<file path="config.mk">
export PLATFORM = sky130hd
export DESIGN_NAME = regfile_access_ctrl_flat
export DESIGN_NICKNAME = d
export VERILOG_FILES = /design/src/rtl/regfile_pkg.sv /design/src/rtl/regfile_access_ctrl_if.sv /design/src/rtl/regfile_access_ctrl_cmd_fifo.sv /design/src/rtl/regfile_access_ctrl.sv /design/src/flat_wrapper.sv
export SDC_FILE = /design/constraint.sdc
export NUM_CORES = 1
export LEC_CHECK = 0
export CAP_MARGIN = 20
export CORE_MARGIN = 1
export CORE_UTILIZATION = 30
export DETAILED_ROUTE_END_ITERATION = 10
export SLEW_MARGIN = 30
export SYNTH_ARGS = -nofsm -noshare
export SYNTH_HDL_FRONTEND = slang
export SYNTH_SLANG_ARGS = --single-unit
</file>
<file path="constraint.sdc">
create_clock -name clk -period 21.5 [get_ports clk]
set_input_delay 3.225 -clock clk [delete_from_list [all_inputs] [get_ports clk]]
set_output_delay 3.225 -clock clk [all_outputs]
set_load 0.01 [all_outputs]
</file>
<file path="src/rtl/regfile_pkg.sv">
// Shared types and constants for the register-file access controller.
package regfile_pkg;

   localparam logic OP_WRITE = 1'b0;
   localparam logic OP_READ  = 1'b1;

   localparam int NREGS_DEFAULT = 32;
   localparam int AW            = 32;
   localparam int DW            = 32;
   localparam int ERR_W         = 8;

   typedef enum logic [2:0] {
      ST_IDLE,
      ST_WRITE,
      ST_READ,
      ST_CAPTURE,
      ST_RESP
   } state_e;

   typedef struct packed {
      logic          op;
      logic [AW-1:0] addr_a;
      logic [AW-1:0] addr_b;
      logic [AW-1:0] addr_wr;
      logic [DW-1:0] wdata;
   } cmd_t;

   localparam int CMD_W = $bits(cmd_t);

   // True when the address names a real register.
   function automatic logic addr_ok(input logic [AW-1:0] addr, input int nregs);
      return addr < AW'(nregs);
   endfunction

endpackage

</file>
<file path="src/rtl/regfile_access_ctrl_if.sv">
// Command and response handshakes between the datapath and the controller.
interface regfile_access_ctrl_if;
   import regfile_pkg::*;

   logic          cmd_valid;
   logic          cmd_ready;
   logic          cmd_op;
   logic [AW-1:0] cmd_addr_a;
   logic [AW-1:0] cmd_addr_b;
   logic [AW-1:0] cmd_addr_wr;
   logic [DW-1:0] cmd_wdata;

   logic          rsp_valid;
   logic          rsp_ready;
   logic [DW-1:0] rsp_data_a;
   logic [DW-1:0] rsp_data_b;
   logic          rsp_err;

   // Datapath side: issues commands, consumes responses.
   modport master (
      output cmd_valid, cmd_op, cmd_addr_a, cmd_addr_b, cmd_addr_wr, cmd_wdata, rsp_ready,
      input  cmd_ready, rsp_valid, rsp_data_a, rsp_data_b, rsp_err
   );

   // Controller side.
   modport slave (
      input  cmd_valid, cmd_op, cmd_addr_a, cmd_addr_b, cmd_addr_wr, cmd_wdata, rsp_ready,
      output cmd_ready, rsp_valid, rsp_data_a, rsp_data_b, rsp_err
   );

endinterface

</file>
<file path="src/rtl/regfile_access_ctrl_cmd_fifo.sv">
// Small synchronous command FIFO; DEPTH must be a power of two so the
// pointers wrap naturally.
module cmd_fifo #(
   parameter int DEPTH = 2,
   parameter int W     = 8
) (
   input  logic         clk,
   input  logic         rst,
   input  logic         push_i,
   input  logic [W-1:0] din_i,
   input  logic         pop_i,
   output logic [W-1:0] dout_o,
   output logic         full_o,
   output logic         empty_o
);

   localparam int PW = (DEPTH > 1) ? $clog2(DEPTH) : 1;

   logic [W-1:0]  mem_q [DEPTH];
   logic [PW-1:0] wr_ptr_q, rd_ptr_q;
   logic [PW:0]   cnt_q;
   logic          do_push, do_pop;

   assign full_o  = (cnt_q == (PW+1)'(DEPTH));
   assign empty_o = (cnt_q == '0);
   assign do_push = push_i && !full_o;
   assign do_pop  = pop_i && !empty_o;
   assign dout_o  = mem_q[rd_ptr_q];

   // Storage, pointers and occupancy; a push into a full FIFO is dropped.
   always_ff @(posedge clk or posedge rst) begin
      if (rst) begin
         for (int i = 0; i < DEPTH; i++) mem_q[i] <= '0;
         wr_ptr_q <= '0;
         rd_ptr_q <= '0;
         cnt_q    <= '0;
      end else begin
         if (do_push) begin
            mem_q[wr_ptr_q] <= din_i;
            wr_ptr_q        <= wr_ptr_q + 1'b1;
         end
         if (do_pop) rd_ptr_q <= rd_ptr_q + 1'b1;
         case ({do_push, do_pop})
            2'b10:   cnt_q <= cnt_q + 1'b1;
            2'b01:   cnt_q <= cnt_q - 1'b1;
            default: cnt_q <= cnt_q;
         endcase
      end
   end

endmodule

</file>
<file path="src/rtl/regfile_access_ctrl.sv">
// Sequences buffered write / dual-read commands onto the register-file
// port and returns read results over a valid/ready handshake.
module regfile_access_ctrl
   import regfile_pkg::*;
#(
   parameter int DEPTH = 2,
   parameter int NREGS = NREGS_DEFAULT
) (
   input  logic             clk,
   input  logic             rst,
   regfile_access_ctrl_if.slave bus,
   output logic [ERR_W-1:0] err_count,
   output logic [AW-1:0]    rf_addrA,
   output logic [AW-1:0]    rf_addrB,
   output logic [AW-1:0]    rf_addrWR,
   output logic [DW-1:0]    rf_write_data,
   output logic             rf_memwrite,
   output logic             rf_memread,
   input  logic [DW-1:0]    rf_read_dataA,
   input  logic [DW-1:0]    rf_read_dataB
);

   state_e           state_q;
   cmd_t             push_cmd, head;
   logic             fifo_full, fifo_empty, pop;
   logic             wr_ok, rd_ok, head_bad;
   logic             rd_err_q;
   logic [ERR_W-1:0] err_cnt_q, err_cnt_d;

   // The rf_* registers double as the command register: they capture the
   // popped command and hold it until the next command replaces it.
   logic [AW-1:0]    rf_addrA_q, rf_addrB_q, rf_addrWR_q;
   logic [DW-1:0]    rf_wdata_q;
   logic             rf_memwrite_q, rf_memread_q;

   logic             rsp_valid_q, rsp_err_q;
   logic [DW-1:0]    rsp_data_a_q, rsp_data_b_q;

   assign push_cmd = '{op:      bus.cmd_op,
                       addr_a:  bus.cmd_addr_a,
                       addr_b:  bus.cmd_addr_b,
                       addr_wr: bus.cmd_addr_wr,
                       wdata:   bus.cmd_wdata};

   // Ready depends only on occupancy, so a same-cycle pop never raises it.
   assign bus.cmd_ready = !fifo_full;

   cmd_fifo #(.DEPTH(DEPTH), .W(CMD_W)) u_fifo (
      .clk     (clk),
      .rst     (rst),
      .push_i  (bus.cmd_valid),
      .din_i   (push_cmd),
      .pop_i   (pop),
      .dout_o  (head),
      .full_o  (fifo_full),
      .empty_o (fifo_empty)
   );

   assign pop      = (state_q == ST_IDLE) && !fifo_empty;
   assign wr_ok    = addr_ok(head.addr_wr, NREGS);
   assign rd_ok    = addr_ok(head.addr_a, NREGS) && addr_ok(head.addr_b, NREGS);
   assign head_bad = (head.op == OP_WRITE) ? !wr_ok : !rd_ok;

   // Saturating count of commands rejected for an out-of-range address.
   always_comb begin
      err_cnt_d = err_cnt_q;
      if (pop && head_bad && (err_cnt_q != '1)) err_cnt_d = err_cnt_q + 1'b1;
   end

   // Command sequencer; every port-facing output is registered here.
   always_ff @(posedge clk or posedge rst) begin
      if (rst) begin
         state_q       <= ST_IDLE;
         rd_err_q      <= 1'b0;
         err_cnt_q     <= '0;
         rf_addrA_q    <= '0;
         rf_addrB_q    <= '0;
         rf_addrWR_q   <= '0;
         rf_wdata_q    <= '0;
         rf_memwrite_q <= 1'b0;
         rf_memread_q  <= 1'b0;
         rsp_valid_q   <= 1'b0;
         rsp_err_q     <= 1'b0;
         rsp_data_a_q  <= '0;
         rsp_data_b_q  <= '0;
      end else begin
         err_cnt_q <= err_cnt_d;
         unique case (state_q)
            ST_IDLE: begin
               if (!fifo_empty) begin
                  if (head.op == OP_WRITE) begin
                     rf_addrWR_q   <= head.addr_wr;
                     rf_wdata_q    <= head.wdata;
                     rf_memwrite_q <= wr_ok;
                     state_q       <= ST_WRITE;
                  end else begin
                     rf_addrA_q    <= head.addr_a;
                     rf_addrB_q    <= head.addr_b;
                     rf_memread_q  <= rd_ok;
                     rd_err_q      <= !rd_ok;
                     state_q       <= ST_READ;
                  end
               end
            end
            ST_WRITE: begin
               rf_memwrite_q <= 1'b0;
               state_q       <= ST_IDLE;
            end
            ST_READ: begin
               rf_memread_q <= 1'b0;
               state_q      <= ST_CAPTURE;
            end
            ST_CAPTURE: begin
               // Register file data is valid this cycle (one after memread).
               rsp_data_a_q <= rd_err_q ? '0 : rf_read_dataA;
               rsp_data_b_q <= rd_err_q ? '0 : rf_read_dataB;
               rsp_err_q    <= rd_err_q;
               rsp_valid_q  <= 1'b1;
               state_q      <= ST_RESP;
            end
            ST_RESP: begin
               if (bus.rsp_ready) begin
                  rsp_valid_q <= 1'b0;
                  state_q     <= ST_IDLE;
               end
            end
            default: state_q <= ST_IDLE;
         endcase
      end
   end

   assign rf_addrA       = rf_addrA_q;
   assign rf_addrB       = rf_addrB_q;
   assign rf_addrWR      = rf_addrWR_q;
   assign rf_write_data  = rf_wdata_q;
   assign rf_memwrite    = rf_memwrite_q;
   assign rf_memread     = rf_memread_q;
   assign err_count      = err_cnt_q;
   assign bus.rsp_valid  = rsp_valid_q;
   assign bus.rsp_data_a = rsp_data_a_q;
   assign bus.rsp_data_b = rsp_data_b_q;
   assign bus.rsp_err    = rsp_err_q;

endmodule
</file>
<file path="src/flat_wrapper.sv">
// flat-port wrapper written by rule: the top's interface ports become plain ports
module regfile_access_ctrl_flat import regfile_pkg::*;
#(
   parameter int DEPTH = 2,
   parameter int NREGS = NREGS_DEFAULT
)
  (clk, rst, err_count, rf_addrA, rf_addrB, rf_addrWR, rf_write_data, rf_memwrite, rf_memread, rf_read_dataA, rf_read_dataB, bus_cmd_valid, bus_cmd_op, bus_cmd_addr_a, bus_cmd_addr_b, bus_cmd_addr_wr, bus_cmd_wdata, bus_rsp_ready, bus_cmd_ready, bus_rsp_valid, bus_rsp_data_a, bus_rsp_data_b, bus_rsp_err);
  regfile_access_ctrl_if bus_i ();
  input  logic clk;
  input  logic rst;
  output logic [ERR_W-1:0] err_count;
  output logic [AW-1:0] rf_addrA;
  output logic [AW-1:0] rf_addrB;
  output logic [AW-1:0] rf_addrWR;
  output logic [DW-1:0] rf_write_data;
  output logic rf_memwrite;
  output logic rf_memread;
  input  logic [DW-1:0] rf_read_dataA;
  input  logic [DW-1:0] rf_read_dataB;
  input wire logic [$bits(bus_i.cmd_valid)-1:0] bus_cmd_valid;
  input wire logic [$bits(bus_i.cmd_op)-1:0] bus_cmd_op;
  input wire logic [$bits(bus_i.cmd_addr_a)-1:0] bus_cmd_addr_a;
  input wire logic [$bits(bus_i.cmd_addr_b)-1:0] bus_cmd_addr_b;
  input wire logic [$bits(bus_i.cmd_addr_wr)-1:0] bus_cmd_addr_wr;
  input wire logic [$bits(bus_i.cmd_wdata)-1:0] bus_cmd_wdata;
  input wire logic [$bits(bus_i.rsp_ready)-1:0] bus_rsp_ready;
  output wire logic [$bits(bus_i.cmd_ready)-1:0] bus_cmd_ready;
  output wire logic [$bits(bus_i.rsp_valid)-1:0] bus_rsp_valid;
  output wire logic [$bits(bus_i.rsp_data_a)-1:0] bus_rsp_data_a;
  output wire logic [$bits(bus_i.rsp_data_b)-1:0] bus_rsp_data_b;
  output wire logic [$bits(bus_i.rsp_err)-1:0] bus_rsp_err;
  assign bus_i.cmd_valid = bus_cmd_valid;
  assign bus_i.cmd_op = bus_cmd_op;
  assign bus_i.cmd_addr_a = bus_cmd_addr_a;
  assign bus_i.cmd_addr_b = bus_cmd_addr_b;
  assign bus_i.cmd_addr_wr = bus_cmd_addr_wr;
  assign bus_i.cmd_wdata = bus_cmd_wdata;
  assign bus_i.rsp_ready = bus_rsp_ready;
  assign bus_cmd_ready = bus_i.cmd_ready;
  assign bus_rsp_valid = bus_i.rsp_valid;
  assign bus_rsp_data_a = bus_i.rsp_data_a;
  assign bus_rsp_data_b = bus_i.rsp_data_b;
  assign bus_rsp_err = bus_i.rsp_err;
  regfile_access_ctrl #(.DEPTH(DEPTH), .NREGS(NREGS)) u_core (.clk(clk), .rst(rst), .bus(bus_i), .err_count(err_count), .rf_addrA(rf_addrA), .rf_addrB(rf_addrB), .rf_addrWR(rf_addrWR), .rf_write_data(rf_write_data), .rf_memwrite(rf_memwrite), .rf_memread(rf_memread), .rf_read_dataA(rf_read_dataA), .rf_read_dataB(rf_read_dataB));
endmodule
</file>
* After elaboration in Yosys (flattened, before gate mapping) *
Index checks and enable logic that the tools add are counted.

word-level totals
  output and inout bits = 205
  word-level logic and storage cells = 90
  input bits = 197
  register bits = 470

operators by class
  $lt $le $gt $ge = 6
  bitwise logic cells = 4
  multiplexer cells = 22
  reductions and logical operators = 23
  equal/unequal tests = 12
  add/sub/neg operators = 5

operator list
  cell                                                         number
  two-way mux 129 bit                                          4
  bitwise mux 258 bit                                          1
  demux 129 bit (select 1 bit)                                 1
  less-than comparator 32 x 6 -> 1 bit, second input constant  3
  two-way mux 32 bit                                           2
  case mux 3 bit (4 select lines)                              1
  AND reduction 3 bit                                          4
  adder 8 x 1 -> 8 bit, second input constant                  1
  inequality test 8 bit, second input constant                 1
  nonzero test 2 bit                                           4
  logical AND 1 bit                                            7
  equality test 3 x 2 -> 1 bit, second input constant          2
  two-way mux 1 bit                                            6
  two-way mux 3 bit                                            2
  inequality test 2 bit, second input constant                 3
  case mux 1 bit (2 select lines)                              3
  equality test 2 bit, second input constant                   2
  greater-or-equal comparator 2 bit, second input constant     2
  zero test 1 bit                                              4
  inverter 1 -> 2 bit                                          2
  case mux 2 bit (2 select lines)                              1
  AND reduction 2 bit                                          2
  equality test 3 x 1 -> 1 bit, second input constant          1
  equality test 3 bit, second input constant                   1
  10 further kinds                                             12

* Logic depth before layout (Yosys ltp) *
Gate-level depths: netlist of run 1.

  depth in word-level cells = 10
  gate-level depth with buffers = 8
  depth with buffers taken out = 7

* By module *
Synthesis of run 1 repeated with hierarchy kept, for this count alone.

second synthesis, totals
  cell total of the unflattened synthesis = 1,353
  area, all modules = 19,506.2 sq um

by module, submodules not included
  module               instances  area each (sq um)  cells an instance  seq. area each (sq um)
  cmd_fifo             1          11,347.1           706                6,556.3
  regfile_access_ctrl  1          8,159.1            647                5,205.0

* Least setup slack after synthesis of run 1 *
No wires, ideal clock.

  path type = input to register
  start = input port bus_cmd_valid
  end = register u_core.u_fifo.mem_q[138] (netlist bit)
  required time = 21.375 ns
  buffers on the path = 3
  arrival = 4.333 ns
  slack = 17.043 ns
  stages on the path = 6
  library setup time = 0.125 ns
  cell sequence = nand2_1 or2_2 clkbuf_1 clkbuf_1 buf_2 mux2_2

between the ends
  word-level cells in the longest chain between the ends = 1

ends and longest elaborated chain
  what                           line                                source
  start, declared                flat_wrapper.sv:20                  input wire logic [$bits(bus_i.cmd_valid)-1:0] bus_cmd_valid;
  logical AND 1 bit              regfile_access_ctrl_cmd_fifo.sv:26  assign do_push = push_i && !full_o;
  end signal, assigned by index  regfile_access_ctrl_cmd_fifo.sv:39  mem_q[wr_ptr_q] <= din_i;
  end, declared                  regfile_access_ctrl_cmd_fifo.sv:19  logic [W-1:0] mem_q [DEPTH];

Every way passes these cells.
A chain may end at the register's enable or synchronous reset.

* Worst setup path in the final report of run 1 *
  start = register u_core.u_fifo.cnt_q[0]
  end = output port bus_cmd_ready

between the ends
  word-level cells in the longest chain between the ends = 2

ends and longest elaborated chain
  what                    line                                source
  start, declared         regfile_access_ctrl_cmd_fifo.sv:21  logic [PW:0] cnt_q;
  start signal, assigned  regfile_access_ctrl_cmd_fifo.sv:44  2'b10: cnt_q <= cnt_q + 1'b1;
  start signal, assigned  regfile_access_ctrl_cmd_fifo.sv:45  2'b01: cnt_q <= cnt_q - 1'b1;
  start signal, assigned  regfile_access_ctrl_cmd_fifo.sv:46  default: cnt_q <= cnt_q;
  equality test 2 bit     regfile_access_ctrl_cmd_fifo.sv:24  assign full_o = (cnt_q == (PW+1)'(DEPTH));
  zero test 1 bit         regfile_access_ctrl.sv:46           assign bus.cmd_ready = !fifo_full;
  end, declared           flat_wrapper.sv:27                  output wire logic [$bits(bus_i.cmd_ready)-1:0] bus_cmd_ready;

Every way passes these cells.

==> metrics, run 1 <==
status finished clean; initial DRC count 696; max cap viols 0; Place WS 15.54 ns; vias per inst 4.653; Die Height 255.8 um; CP max FO 5; gpl congestion 0.7818; sequential area share after synthesis 60.87%; Power Dens Cells 155.4 nW/um^2; Congestion Overflow GR 0; CORE AREA 63,310 um^2; cell count after synthesis 1,534; Gate power share 37.8%; area grow syn2layout 34.55%; # Post-CTS Setup Buffers 0; residual DRC count 0; Sequential Power Share 40.3%; first-pass GRT wire length 82,580 um; vias in the first global route 13.74k; largest net degree at the start of global routing 111; Switch Pwr 1.396 mW; register bit count reported by yosys 470; Max Freq 0.1917 GHz; first drt pass iteration count 4; CP arrival 1.99 ns; Critical Path End Type output pin; YS warnings 0; syn_nets 1,733; Worst-path clk slew 0.06 ns; CTS sink count 470; RSZ-0062 raised after global routing no; Via Count 13.06k; Pwr Total 4.039 mW; # hold bufs at CTS 0; Tcrit/Tclk final 24.26%; cell-internal power 2.644 mW; Initial Util 30.52%; fin util 41.07%; sw frac 34.55%; min cycle time layout 5.217 ns; Slew @ Worst Pin 0.9241 ns; Max clock buf depth 3; Max Slew Vio Count 0; IO Pins 402; Pleak 10.84 nW; DP Wirelength 36,340 um; Clk pwr share 21.9%; Worst Slack Setup Final 16.28 ns; H-tree Lvls 2; Hold Path Class register to register; PortBufs 401; WL/cell 18.86 um; worst-skew pair later-pin latency 0.60 ns; # setup viols final 0; Worst Path Class, Setup register to output pin; CTS tree done; Row Count 92; All-Layer GR Usage 16.06%; library cells used by synthesis 38; FILL cells 5,950; CP Launch Type register; max_slew headroom 38.40%; nets 2,115; initial antenna violation count 10; Routed WL 52,930 um; Peak VDD IR 0.06692 mV; total die area 65,430 um^2; overall die width 255.8 um; Root Buffer clkbuf_16; Routed Antenna Nets 0; PostCTS Resize Cnt 0; skew final 0.01431 ns; number of CTS-inserted buffers 53; synthesized cell area 19,320 um^2; layout cells sized above 1 19.20%; Syn Area/Cell 12.60 um^2; Data required, critical path 18.27 ns; final setup TNS 0 ns; Hold Fails Final Rpt 0
-- synth_stat cells (all sizes together) --
cell type,number,share of area (%)
a22oi,1,0.039
o22ai,1,0.032
nor2,142,2.8
inv,4,0.078
a31oi,1,0.11
buf,32,0.81
xor2,7,0.32
nand4,8,0.26
xnor2,3,0.14
nand2b,66,2.1
o41ai,1,0.14
a2bb2oi,1,0.045
mux2i,129,6.7
nor3,6,0.21
clkbuf,62,1.2
ha,2,0.13
and4,1,0.045
o21ai,64,1.7
o32ai,2,0.13
o21a,1,0.039
nand2,80,1.6
or2,3,0.11
nor4,39,1.3
o211ai,1,0.039
mux2,262,15
or4b,1,0.071
dfrtp,470,61
a21oi,132,3.4
nand3,8,0.21
nand3b,2,0.078
nor4b,2,0.091
-- flip-flops by register name (all words and copies together), names as in the netlist --
name                    cells
u_core.u_fifo.rd_ptr_q      1
u_core.rf_memread           1
u_core.bus.rsp_data_a      32
u_core.bus.rsp_data_b      32
u_core.err_count            8
u_core.u_fifo.wr_ptr_q      1
u_core.bus.rsp_err          1
u_core.rf_addrB            32
u_core.rf_addrWR           32
u_core.u_fifo.cnt_q         2
u_core.rf_memwrite          1
u_core.rf_addrA            32
u_core.bus.rsp_valid        1
u_core.rf_write_data       32
u_core.u_fifo.mem_q       258
u_core.state_q              3
u_core.rd_err_q             1
-- metal layers --
layer	part of all wire, %	track usage, %
met1	43	20.32
met3	7.3	5.407
met2	48	26.34
met4	2.1	3.942
met5	0.14	0
-- worst max-delay path, cell delays in order (launching register included) --
cell and delay [ns]:
dfrtp_1 0.49, nand2b_1 0.26, clkdlybuf4s50_1 0.65
-- stage by stage --
step	hold slack (ns)	std cells	area, um^2
2_1_floorplan	0.4609	1534	19320
3_3_place_gp	0.4638	2703	24170
3_5_place_dp	0.4693	2706	24240
4_1_cts	0.4816	2803	25950
5_1_grt	0.5017	2805	25990
6_report	0.4759	2807	26000
-- cell type report --
cell class | count | area [um^2] | area share [%]
Clock inverter | 15 | 132.6 | 0.5101
Multi-Input combinational cell | 966 | 7196 | 27.68
Timing Repair Buffer | 421 | 4240 | 16.31
Sequential cell | 470 | 11770 | 45.25
Tap cell | 846 | 1059 | 4.071
Inverter | 4 | 22.52 | 0.08663
Clock buffer | 82 | 1577 | 6.064
Antenna cell | 3 | 7.507 | 0.02888
-- power by group through the flow --
stage	Sequential, mW	Combinational, mW	Clock [mW]
final	1.63	1.53	0.885
after floorplan	1.60	0.913	0
after global placement	1.62	1.51	0
after detailed placement	1.64	1.55	0
after CTS	1.63	1.55	0.913
after global routing	1.68	1.67	0.950
-- layout by cell type, fill, tap and decap left out, drive strengths merged, types with 7 or more instances in the layout --
cell / Yosys / layout
dfrtp: 470 / 470
clkdlybuf4s50: 0 / 401
mux2: 262 / 262
nor2: 142 / 142
a21oi: 132 / 132
mux2i: 129 / 129
clkbuf: 62 / 82
nand2: 80 / 80
nand2b: 66 / 66
o21ai: 64 / 64
nor4: 39 / 39
buf: 32 / 20
clkinv: 0 / 11
nand4: 8 / 8
nand3: 8 / 8
xor2: 7 / 7
-- final timing paths --
kind	start	endpoint	slack (ns)	cells past startpoint
worst max register to register	u_core.u_fifo.rd_ptr_q	u_core.rf_addrA[12]	17.17	8
worst min register to register	u_core.bus.rsp_data_a[9]	u_core.bus.rsp_data_a[9]	0.48	2
worst min-delay path	u_core.bus.rsp_data_a[9]	u_core.bus.rsp_data_a[9]	0.48	2
min in group asynchronous	rst	u_core.rf_addrB[4]	3.18	2
max in group asynchronous	rst	u_core.u_fifo.mem_q[24]	16.31	4
worst max-delay path	u_core.u_fifo.cnt_q[0]	bus_cmd_ready	16.28	2
-- cell families after synthesis --
kind of cell	synth area share, %
adders and majority gates	0.1295
DFF	60.87
AOI/OAI and AO/OA	5.653
xor gates and xnor gates	0.4533
muxes	21.95
and+or+nand+nor	8.852
buffers and inverters	2.092
Power figures use the tool's default switching activity.
==> inputs of run 2 (changes only) <==
==> constraint.sdc (replaced) <==
create_clock -name clk -period 4.55 [get_ports clk]
set_input_delay 0.6825 -clock clk [delete_from_list [all_inputs] [get_ports clk]]
set_output_delay 0.6825 -clock clk [all_outputs]
set_load 0.01 [all_outputs]
==> run 2 against run 1 <==
Sequential share of layout area shrank 0.18 points. Clock power increased to 4.9 times the previous value. Routed wire length shrank 0.15%. Power increased to 4.7 times the previous value. Register-to-register slack worse by 16 ns. Global-route usage about the same. Worst setup slack lost 15 ns. Count of clock-buffer cells in the layout is 5 lower. Non-clock buffer count rose by 2. Largest cell class unchanged. Largest power group unchanged.
==> metrics, run 2 (synthesized netlist as in run 1, its figures left out) <==
status finished clean; skew final 0.04960 ns (+0.03529 ns); Via Count 13.09k (+0.25%); max FFs per register 258 (unchanged); first-pass GRT wire length 82,790 um (+0.26%); H-tree Lvls 2 (unchanged); slowest CP cell dfrtp_4; Most flops, register u_core.u_fifo.mem_q; Worst Path Class, Setup register to register; Hold Fails Final Rpt 0 (unchanged); overall die width 255.8 um (unchanged); WHS Path Cells 2 (unchanged); Power Dens Cells 734.5 nW/um^2 (+370%); highest routed layer met5; DP Wirelength 36,440 um (+0.28%); Routed Antenna Nets 0 (unchanged); vias in the first global route 13.81k (+0.56%); Hold Crit Endpoint u_core.bus.rsp_data_b[7]; worst-skew pair later-pin latency 0.62 ns (+0.02 ns); # setup viols final 0 (unchanged); Data required, critical path 5.01 ns (-13.26 ns); Peak VDD IR 0.4118 mV (+520%); Max clock buf depth 3 (unchanged); max_slew headroom 44.44% (+6.0 points); initial antenna violation count 12 (+2); R2R Setup Slk 1.54 ns (-15.63 ns); routed wl met2 25,560 um (+0.77%); Tcrit/Tclk final 66.20%; Inst Count DP 2,709 (+0.11%); Worst Slack Setup Final 1.538 ns (-14.75 ns); layout cells sized above 1 19.45% (+0.25 points); Slowest Stage Delay on Critical Path 0.80 ns (+0.15 ns); R2R Path Start u_core.u_fifo.rd_ptr_q; fin util 41.23% (+0.16 points); Root Buffer clkbuf_16; Pleak 10.87 nW (+0.34%); Reg-to-Reg End u_core.err_count[1]; residual DRC count 0 (unchanged); cells along the critical path nor4b_1 > nand4_1 > nor4_1 > nor2_1 > a31oi_4 > mux2_1; total die area 65,430 um^2 (unchanged); PostCTS Resize Cnt 0 (unchanged); area grow syn2layout 35.08%; vias per inst 4.661 (+0.18%); CORE AREA 63,310 um^2 (unchanged); most common cell after layout, fill and taps aside dfrtp_1; number of CTS-inserted buffers 53 (unchanged); FF-to-FF path depth 6 (-2); Worst-path clk slew 0.05 ns (about the same); WL/cell 18.81 um (-0.22%); RSZ-0062 raised after global routing no; Max Slew Vio Count 0 (unchanged); # Post-CTS Setup Buffers 0 (unchanged); Place WS 1.546 ns (-14.00 ns); Row Count 92 (unchanged); Initial Util 30.52% (unchanged); Max Freq 0.3320 GHz; gpl congestion 0.7830 (+0.15%); first drt pass iteration count 4 (unchanged); CP max FO 33 (+28); # hold bufs at CTS 0 (unchanged); min cycle time layout 3.012 ns; All-Layer GR Usage 16.06% (about the same); nets 2,117 (+0.095%); Hold Startpoint u_core.bus.rsp_data_b[7]; met3 WL 4093 um (+6.1%); Critical Path End Type register; max cap viols 0 (unchanged); CP Launch Type register; fin cells 2,809 (+0.071%); largest net degree at the start of global routing 145 (+31%); CTS tree done; commonest non-fill, non-tap cells in the layout dfrtp_1, clkdlybuf4s50_1, mux2_2; Fin Hold WS 0.4750 ns (-0.0009520 ns); CP arrival 3.47 ns (+1.48 ns); Hold Path Class register to register; Die Height 255.8 um (unchanged); CTS sink count 470 (unchanged); IO Pins 402 (unchanged); Routed WL 52,850 um (-0.15%); Slew @ Worst Pin 0.8334 ns (-0.09065 ns); initial DRC count 698 (+0.29%); Routed met1 length 21,920 um (-2.6%); Congestion Overflow GR 0 (unchanged); PortBufs 401 (unchanged); FILL cells 6,026 (+1.3%)
## run 2: cell types whose count changed in the layout (fill, tap and decap cells not counted), moves of 2 or more
cell / previous run / this run
bufinv_16: 1 / 3
buf_12: 4 / 8
clkinv_2: 10 / 8
clkbuf_1: 16 / 11
buf_4: 9 / 13
clkinvlp_4: 1 / 3
buf_6: 7 / 1
clkinv_4: 0 / 3
## run 2: area by class of cell
type / count / area (um^2) / area share (%)
well taps: 846 / 1059 / 4.055
clock buffers: 77 / 1546 / 5.925
diodes: 4 / 10.01 / 0.03835
inverters: 4 / 18.77 / 0.07190
repair buffers: 423 / 4283 / 16.41
flip-flops and latches: 470 / 11770 / 45.07
multi-input cells: 966 / 7189 / 27.54
clock inverters: 19 / 230.2 / 0.8820
## run 2: critical path: cells and delay by family, from the launching register on
family | cells | cell delay (ns)
flip-flops | 1 | 0.80
multiplexers | 1 | 0.35
AO/OA/AOI/OAI | 1 | 0.34
AND/OR/NAND/NOR | 4 | 1.36
## run 2: worst max path at each step
| stage | startpoint | to | slack, ns |
|---|---|---|---|
| floorplan | rst | u_core.bus.rsp_data_a[0] | -2.50 |
| global placement | u_core.u_fifo.rd_ptr_q | u_core.err_count[1] | 1.57 |
| detailed placement | u_core.u_fifo.rd_ptr_q | u_core.err_count[1] | 1.55 |
| CTS | u_core.u_fifo.rd_ptr_q | u_core.err_count[1] | 1.54 |
| global route | u_core.u_fifo.rd_ptr_q | u_core.err_count[1] | 1.39 |
| finish | u_core.u_fifo.rd_ptr_q | u_core.err_count[1] | 1.54 |
## run 2: through the flow
stage               power, mW  instance area [um^2]   TNS, ns
detailed placement      15.06                 24310         0
global route            20.47                 26090         0
floorplan               11.86                 19330  -1173.76
global placement        14.82                 24310         0
finish                  19.17                 26100         0
CTS                     19.51                 26090         0
## run 2: layer usage
metal	up-vias	track usage (%)
met3	84	5.694
met5	-	0
li1	6149	-
met1	6533	19.62
met2	312	26.81
met4	16	4.175
## run 2: report_power, final
group | internal, mW | total (mW) | switching (mW)
combinational | 3.85 | 7.25 | 3.39
sequential | 6.19 | 7.63 | 1.44
clock | 2.54 | 4.30 | 1.76
